**src/rtl/axi_rw_pkg.sv**
```systemverilog
// Shared constants for the axi_rw bridge: bus widths, size/response codes,
// FSM state encodings and the natural-alignment helper.
package axi_rw_pkg;

  localparam int AXI_ADDR_BUS = 64;
  localparam int AXI_DATA_BUS = 64;

  localparam logic [1:0] SIZE_B = 2'd0;
  localparam logic [1:0] SIZE_H = 2'd1;
  localparam logic [1:0] SIZE_W = 2'd2;
  localparam logic [1:0] SIZE_D = 2'd3;

  localparam logic [1:0] RESP_OKAY   = 2'b00;
  localparam logic [1:0] RESP_SLVERR = 2'b10;

  localparam logic [2:0] ST_IDLE    = 3'd0;
  localparam logic [2:0] ST_RD_ADDR = 3'd1;
  localparam logic [2:0] ST_RD_DATA = 3'd2;
  localparam logic [2:0] ST_WR_REQ  = 3'd3;
  localparam logic [2:0] ST_WR_RESP = 3'd4;

  // Low address bits that must be zero for an access of the given size.
  function automatic logic [2:0] size_align_mask(input logic [1:0] size);
    case (size)
      SIZE_B:  return 3'b000;
      SIZE_H:  return 3'b001;
      SIZE_W:  return 3'b011;
      default: return 3'b111;
    endcase
  endfunction

endpackage

```
**src/rtl/axi_rw_lane_align.sv**
```systemverilog
// Combinational byte-lane alignment: write strobes, lane-shifted write data
// and right-aligned, size-masked read data. Bytes shifted past lane 7 drop.
module axi_rw_lane_align
  import axi_rw_pkg::*;
(
  input  logic [2:0]  lane,
  input  logic [1:0]  size,
  input  logic [63:0] wdata,
  input  logic [63:0] rdata_beat,
  output logic [7:0]  strb,
  output logic [63:0] wdata_lane,
  output logic [63:0] rdata_out
);

  logic [7:0]  strb_base;
  logic [63:0] size_mask;

  always_comb begin
    strb_base = 8'hFF;
    size_mask = 64'hFFFF_FFFF_FFFF_FFFF;
    case (size)
      SIZE_B: begin strb_base = 8'h01; size_mask = 64'h0000_0000_0000_00FF; end
      SIZE_H: begin strb_base = 8'h03; size_mask = 64'h0000_0000_0000_FFFF; end
      SIZE_W: begin strb_base = 8'h0F; size_mask = 64'h0000_0000_FFFF_FFFF; end
      default: ;
    endcase
  end

  assign strb       = strb_base << lane;
  assign wdata_lane = wdata << {lane, 3'b000};
  assign rdata_out  = (rdata_beat >> {lane, 3'b000}) & size_mask;

endmodule

```
**src/rtl/axi_rw.sv**
```systemverilog
// Single-outstanding bridge from the core memory port to AXI4-Lite.
// Optional AXI_ALIGN_CHECK_EN: misaligned accesses complete locally with SLVERR.
module axi_rw
  import axi_rw_pkg::*;
#(
  parameter int ADDR_W = AXI_ADDR_BUS,
  parameter int DATA_W = AXI_DATA_BUS
) (
  input  logic              clock,
  input  logic              reset,
  input  logic              rw_valid_i,
  input  logic              rw_req_i,
  input  logic [ADDR_W-1:0] rw_addr_i,
  input  logic [1:0]        rw_size_i,
  input  logic [DATA_W-1:0] rw_w_data_i,
  output logic              rw_ready_o,
  output logic [DATA_W-1:0] rw_r_data_o,
  output logic [1:0]        rw_resp_o,
  output logic              aw_valid_o,
  input  logic              aw_ready_i,
  output logic [ADDR_W-1:0] aw_addr_o,
  output logic              w_valid_o,
  input  logic              w_ready_i,
  output logic [DATA_W-1:0] w_data_o,
  output logic [7:0]        w_strb_o,
  input  logic              b_valid_i,
  output logic              b_ready_o,
  input  logic [1:0]        b_resp_i,
  output logic              ar_valid_o,
  input  logic              ar_ready_i,
  output logic [ADDR_W-1:0] ar_addr_o,
  input  logic              r_valid_i,
  output logic              r_ready_o,
  input  logic [DATA_W-1:0] r_data_i,
  input  logic [1:0]        r_resp_i
);

  logic [2:0]  state;
  logic [2:0]  lane_q;
  logic [1:0]  size_q;
  logic        aw_done;
  logic        w_done;
  logic        aw_hs;
  logic        w_hs;
  logic [2:0]  lane_sel;
  logic [1:0]  size_sel;
  logic [7:0]  lane_strb;
  logic [63:0] lane_wdata;
  logic [63:0] lane_rdata;

  // Write alignment uses the live request in IDLE; read extraction uses the
  // latched lane/size once the request has been accepted.
  assign lane_sel = (state == ST_IDLE) ? rw_addr_i[2:0] : lane_q;
  assign size_sel = (state == ST_IDLE) ? rw_size_i      : size_q;

  axi_rw_lane_align u_lane_align (
    .lane       (lane_sel),
    .size       (size_sel),
    .wdata      (rw_w_data_i),
    .rdata_beat (r_data_i),
    .strb       (lane_strb),
    .wdata_lane (lane_wdata),
    .rdata_out  (lane_rdata)
  );

  assign aw_hs     = aw_valid_o & aw_ready_i;
  assign w_hs      = w_valid_o & w_ready_i;
  assign r_ready_o = (state == ST_RD_DATA);
  assign b_ready_o = (state == ST_WR_RESP);

  always_ff @(posedge clock) begin
    if (reset) begin
      state       <= ST_IDLE;
      lane_q      <= 3'd0;
      size_q      <= SIZE_B;
      aw_done     <= 1'b0;
      w_done      <= 1'b0;
      rw_ready_o  <= 1'b0;
      rw_r_data_o <= '0;
      rw_resp_o   <= RESP_OKAY;
      aw_valid_o  <= 1'b0;
      aw_addr_o   <= '0;
      w_valid_o   <= 1'b0;
      w_data_o    <= '0;
      w_strb_o    <= 8'h00;
      ar_valid_o  <= 1'b0;
      ar_addr_o   <= '0;
    end else begin
      rw_ready_o <= 1'b0;
      case (state)
        ST_IDLE: begin
          if (rw_valid_i) begin
            lane_q <= rw_addr_i[2:0];
            size_q <= rw_size_i;
`ifdef AXI_ALIGN_CHECK_EN
            if (|(rw_addr_i[2:0] & size_align_mask(rw_size_i))) begin
              rw_ready_o  <= 1'b1;
              rw_resp_o   <= RESP_SLVERR;
              rw_r_data_o <= '0;
            end else
`endif
            if (rw_req_i) begin
              state      <= ST_WR_REQ;
              aw_valid_o <= 1'b1;
              w_valid_o  <= 1'b1;
              aw_addr_o  <= {rw_addr_i[ADDR_W-1:3], 3'b000};
              w_data_o   <= lane_wdata;
              w_strb_o   <= lane_strb;
              aw_done    <= 1'b0;
              w_done     <= 1'b0;
            end else begin
              state      <= ST_RD_ADDR;
              ar_valid_o <= 1'b1;
              ar_addr_o  <= {rw_addr_i[ADDR_W-1:3], 3'b000};
            end
          end
        end
        ST_RD_ADDR: begin
          if (ar_ready_i) begin
            ar_valid_o <= 1'b0;
            state      <= ST_RD_DATA;
          end
        end
        ST_RD_DATA: begin
          if (r_valid_i) begin
            rw_ready_o  <= 1'b1;
            rw_r_data_o <= lane_rdata;
            rw_resp_o   <= r_resp_i;
            state       <= ST_IDLE;
          end
        end
        ST_WR_REQ: begin
          if (aw_hs) begin
            aw_valid_o <= 1'b0;
            aw_done    <= 1'b1;
          end
          if (w_hs) begin
            w_valid_o <= 1'b0;
            w_done    <= 1'b1;
          end
          // Both channels may finish in the same cycle, so count this cycle's handshakes.
          if ((aw_done | aw_hs) & (w_done | w_hs)) begin
            state   <= ST_WR_RESP;
            aw_done <= 1'b0;
            w_done  <= 1'b0;
          end
        end
        ST_WR_RESP: begin
          if (b_valid_i) begin
            rw_ready_o  <= 1'b1;
            rw_r_data_o <= '0;
            rw_resp_o   <= b_resp_i;
            state       <= ST_IDLE;
          end
        end
        default: state <= ST_IDLE;
      endcase
    end
  end

endmodule

```
**config.mk**
```make
export PLATFORM = sky130hd
export DESIGN_NAME = axi_rw
export DESIGN_NICKNAME = d
export VERILOG_FILES = /design/src/rtl/axi_rw_pkg.sv /design/src/rtl/axi_rw_lane_align.sv /design/src/rtl/axi_rw.sv
export SDC_FILE = /design/constraint.sdc
export NUM_CORES = 1
export LEC_CHECK = 0
export BUFFER_PORTS_ARGS = -buffer_cell sky130_fd_sc_hd__buf_2
export CORE_MARGIN = 3
export CORE_UTILIZATION = 40
export DETAILED_ROUTE_END_ITERATION = 10
export PLACE_DENSITY = 0.67
export SETUP_SLACK_MARGIN = 0.5
export SYNTH_ARGS = -nofsm -noshare
export SYNTH_HDL_FRONTEND = slang
export SYNTH_SLANG_ARGS = --single-unit
```
**constraint.sdc**
```tcl
create_clock -name clock -period 3.33 [get_ports clock]
set_input_delay 0 -clock clock [delete_from_list [all_inputs] [get_ports clock]]
set_output_delay 0 -clock clock [all_outputs]
set_load 0.005 [all_outputs]
```
==> results.tsv <==
metric	value	unit
status	finished, final reports clean	
syn_area	0.0129	mm^2
cap_viol_max_count	0	
cp.arrival	3.16	ns
syn_area_per_cell	8.28	um^2
clk_pin_slew	0.06	ns
cts_tree	yes	
rsz0062_at_grt	yes	
r2r_start	state[0]$_SDFFE_PP0P_	
hp-class	input port to flip-flop	
p_per_area	511	mW/mm^2
port_buffers	472	
die_w	186	um
period_share	81.9	%
syn_to_final_growth	45.7	%
nets	2402	
tightest_slew	1.00	ns
grt-ovfl-total	0	
route.detailed.drc	0	
peakVddDrop	0.451	mV
synth_enable_flop_cells	0	
yosysSeqAreaShare	42.5	%
dp_hpwl	37.8	mm
clock_sinks	274	
drtIter0Drc	1605	
final.setup.tns	0	ns
ant_nets	0	
cts-buffers-inserted	31	
die_h	186	um
num_vias	15300	
start_kind	flip-flop	
worstPathRequired	3.76	ns
routed_wirelength	55.3	mm
via_per_inst	5.84	
clockBufferDepth	3	
place.gp.congestion	0.985	
async_reset_ff_share	0	%
crit_type	flip-flop to flip-flop	
hold_viol	0	
h-tree-depth	1	
dr.pass1.iters	8	
initial_utilization	40.7	%
maxSlewViolCount	0	
min_from	r_data_i[15]	
setup_violations	0	
fin_skew	0.00770	ns
antenna_found_initial	1	
power_leakage	8.48	nW
cp_max_fo	11	
grt_usage	30.1	%
root_buffer	clkbuf_16	
post-route-util	59.4	%
placed_cells	2345	
drive_gt1_share	28.3	%
grt_pass1_vias	14600	
synth_seq_cells	274	
fp.coreArea	0.0317	mm^2
num_rows	65	
relSlewSlack	33.2	%
critPathCaptureType	flip-flop	
insertion_delay	0.56	ns
synth_cells	1561	
die_area	0.0345	mm^2
startpoint	state[0]$_SDFFE_PP0P_	
grt_max_degree	83	
wl_per_cell	21.1	um
pin_count	479	
synthFlopType	dfxtp_1	
fmax	0.367	GHz
yosysUniqueCellTypes	65	
synth_warnings	0	
fin_crit	2.73	ns
stdcell_count	2623	
grt_pass1_wl	82.9	mm
## cell families (layout without fill, tap and decap cells)
family	count (synthesis)	after routing	synth area share (%)
muxes	106	106	8.62
buffers and inverters	145	797	5.28
AOI/OAI and AO/OA	507	507	25.3
other	1	8	0.0290
DFF	274	274	42.5
and+or+nand+nor	528	529	18.3
## what timing repair did
action,in CTS,in global routing
resized for setup,1,7
setup endpoints to repair,8,65
buffers inserted,0,11
hold buffers,207,0
gates cloned,1,0
endpoints found under the hold margin,253,0
pin swaps,1,2
## cells in the mapped netlist, types with 16 or more instances
library cell | number | share of area, %
and3_1 | 24 | 1.2
a221o_1 | 18 | 1.4
nor2_1 | 58 | 1.7
mux2i_1 | 91 | 7.1
clkbuf_1 | 85 | 2.5
o21ai_0 | 75 | 2.9
buf_2 | 26 | 1.0
nand2_1 | 321 | 9.3
buf_4 | 16 | 0.93
a22oi_1 | 32 | 1.9
dfxtp_1 | 274 | 42
a211oi_1 | 32 | 1.9
nand3_1 | 60 | 2.3
a21oi_1 | 203 | 7.9
## report_power, final
part	switching [mW]	leakage (nW)	internal [mW]
clock	1.40	0.514	2.09
combinational	1.49	5.74	1.06
sequential	0.119	2.23	3.46
## critical path, stage by stage, from the launching register on
cell and delay, ns:
dfxtp_1 0.62, nor3_1 0.12, buf_4 0.21, a21oi_4 0.35
buf_4 0.26, buf_4 0.22, nand3_1 0.08, dlygate4sd3_1 0.57
nand3_1 0.09, a211oi_1 0.07
## cells in the final DEF, fill, tap and decap left out, types with 32 or more instances in the layout
master	instances
nor2_1	56
nand3_1	60
o21ai_0	75
buf_2	471
nand2_1	319
a22oi_1	32
buf_4	53
a211oi_1	32
mux2i_1	91
dfxtp_1	273
dlygate4sd3_1	207
a21oi_1	202
## final cells by class
cell class | instances | area, um^2
flip-flops and latches | 274 | 5490
clock buffers | 45 | 898
fillers | 2780 | 12900
clock inverters | 12 | 138
inverters | 3 | 11.3
multi-input cells | 1148 | 6850
well taps | 402 | 503
diodes | 2 | 5.00
repair buffers | 737 | 4940
## registers in the layout, summed over array words and instances (netlist names)
signal       cells
aw_done          1
lane_q           3
w_valid_o        1
state            3
aw_valid_o       1
rw_r_data_o     64
aw_addr_o       61
w_done           1
w_strb_o         8
rw_resp_o        2
ar_valid_o       1
rw_ready_o       1
ar_addr_o       61
size_q           2
w_data_o        64
## metrics by stage
step                      hold WS, ns  setup WS (ns)  area, um^2  power [mW]
final                          0.0244          0.603       18800        9.62
after global routing           0.0498          0.483       18800        10.0
after CTS                     0.00558          0.492       18700        9.56
after detailed placement        0.230          0.361       15600        5.85
after global placement          0.215          0.409       15600        5.83
after floorplan                0.0957           1.03       12900        5.01
## metal layers
layer	vias up	GRT usage [%]	part of all wire [%]
li1	6924	-	-
met1	7261	37.8	38
met2	919	50.3	47
met3	200	5.63	9.0
met4	2	13.9	5.2
met5	-	0	0.016
## worst paths after layout
check	end	slack [ns]	cells past startpoint
hold reg to reg	ar_addr_o[50]$_SDFFE_PP0P_	0.45	2
setup reg to reg	w_data_o[47]$_SDFFE_PP0P_	0.60	9
hold / removal	rw_r_data_o[15]$_SDFFE_PP0P_	0.02	4
setup / recovery	w_data_o[47]$_SDFFE_PP0P_	0.60	9
Note: power is estimated with default switching activity, not from simulation.
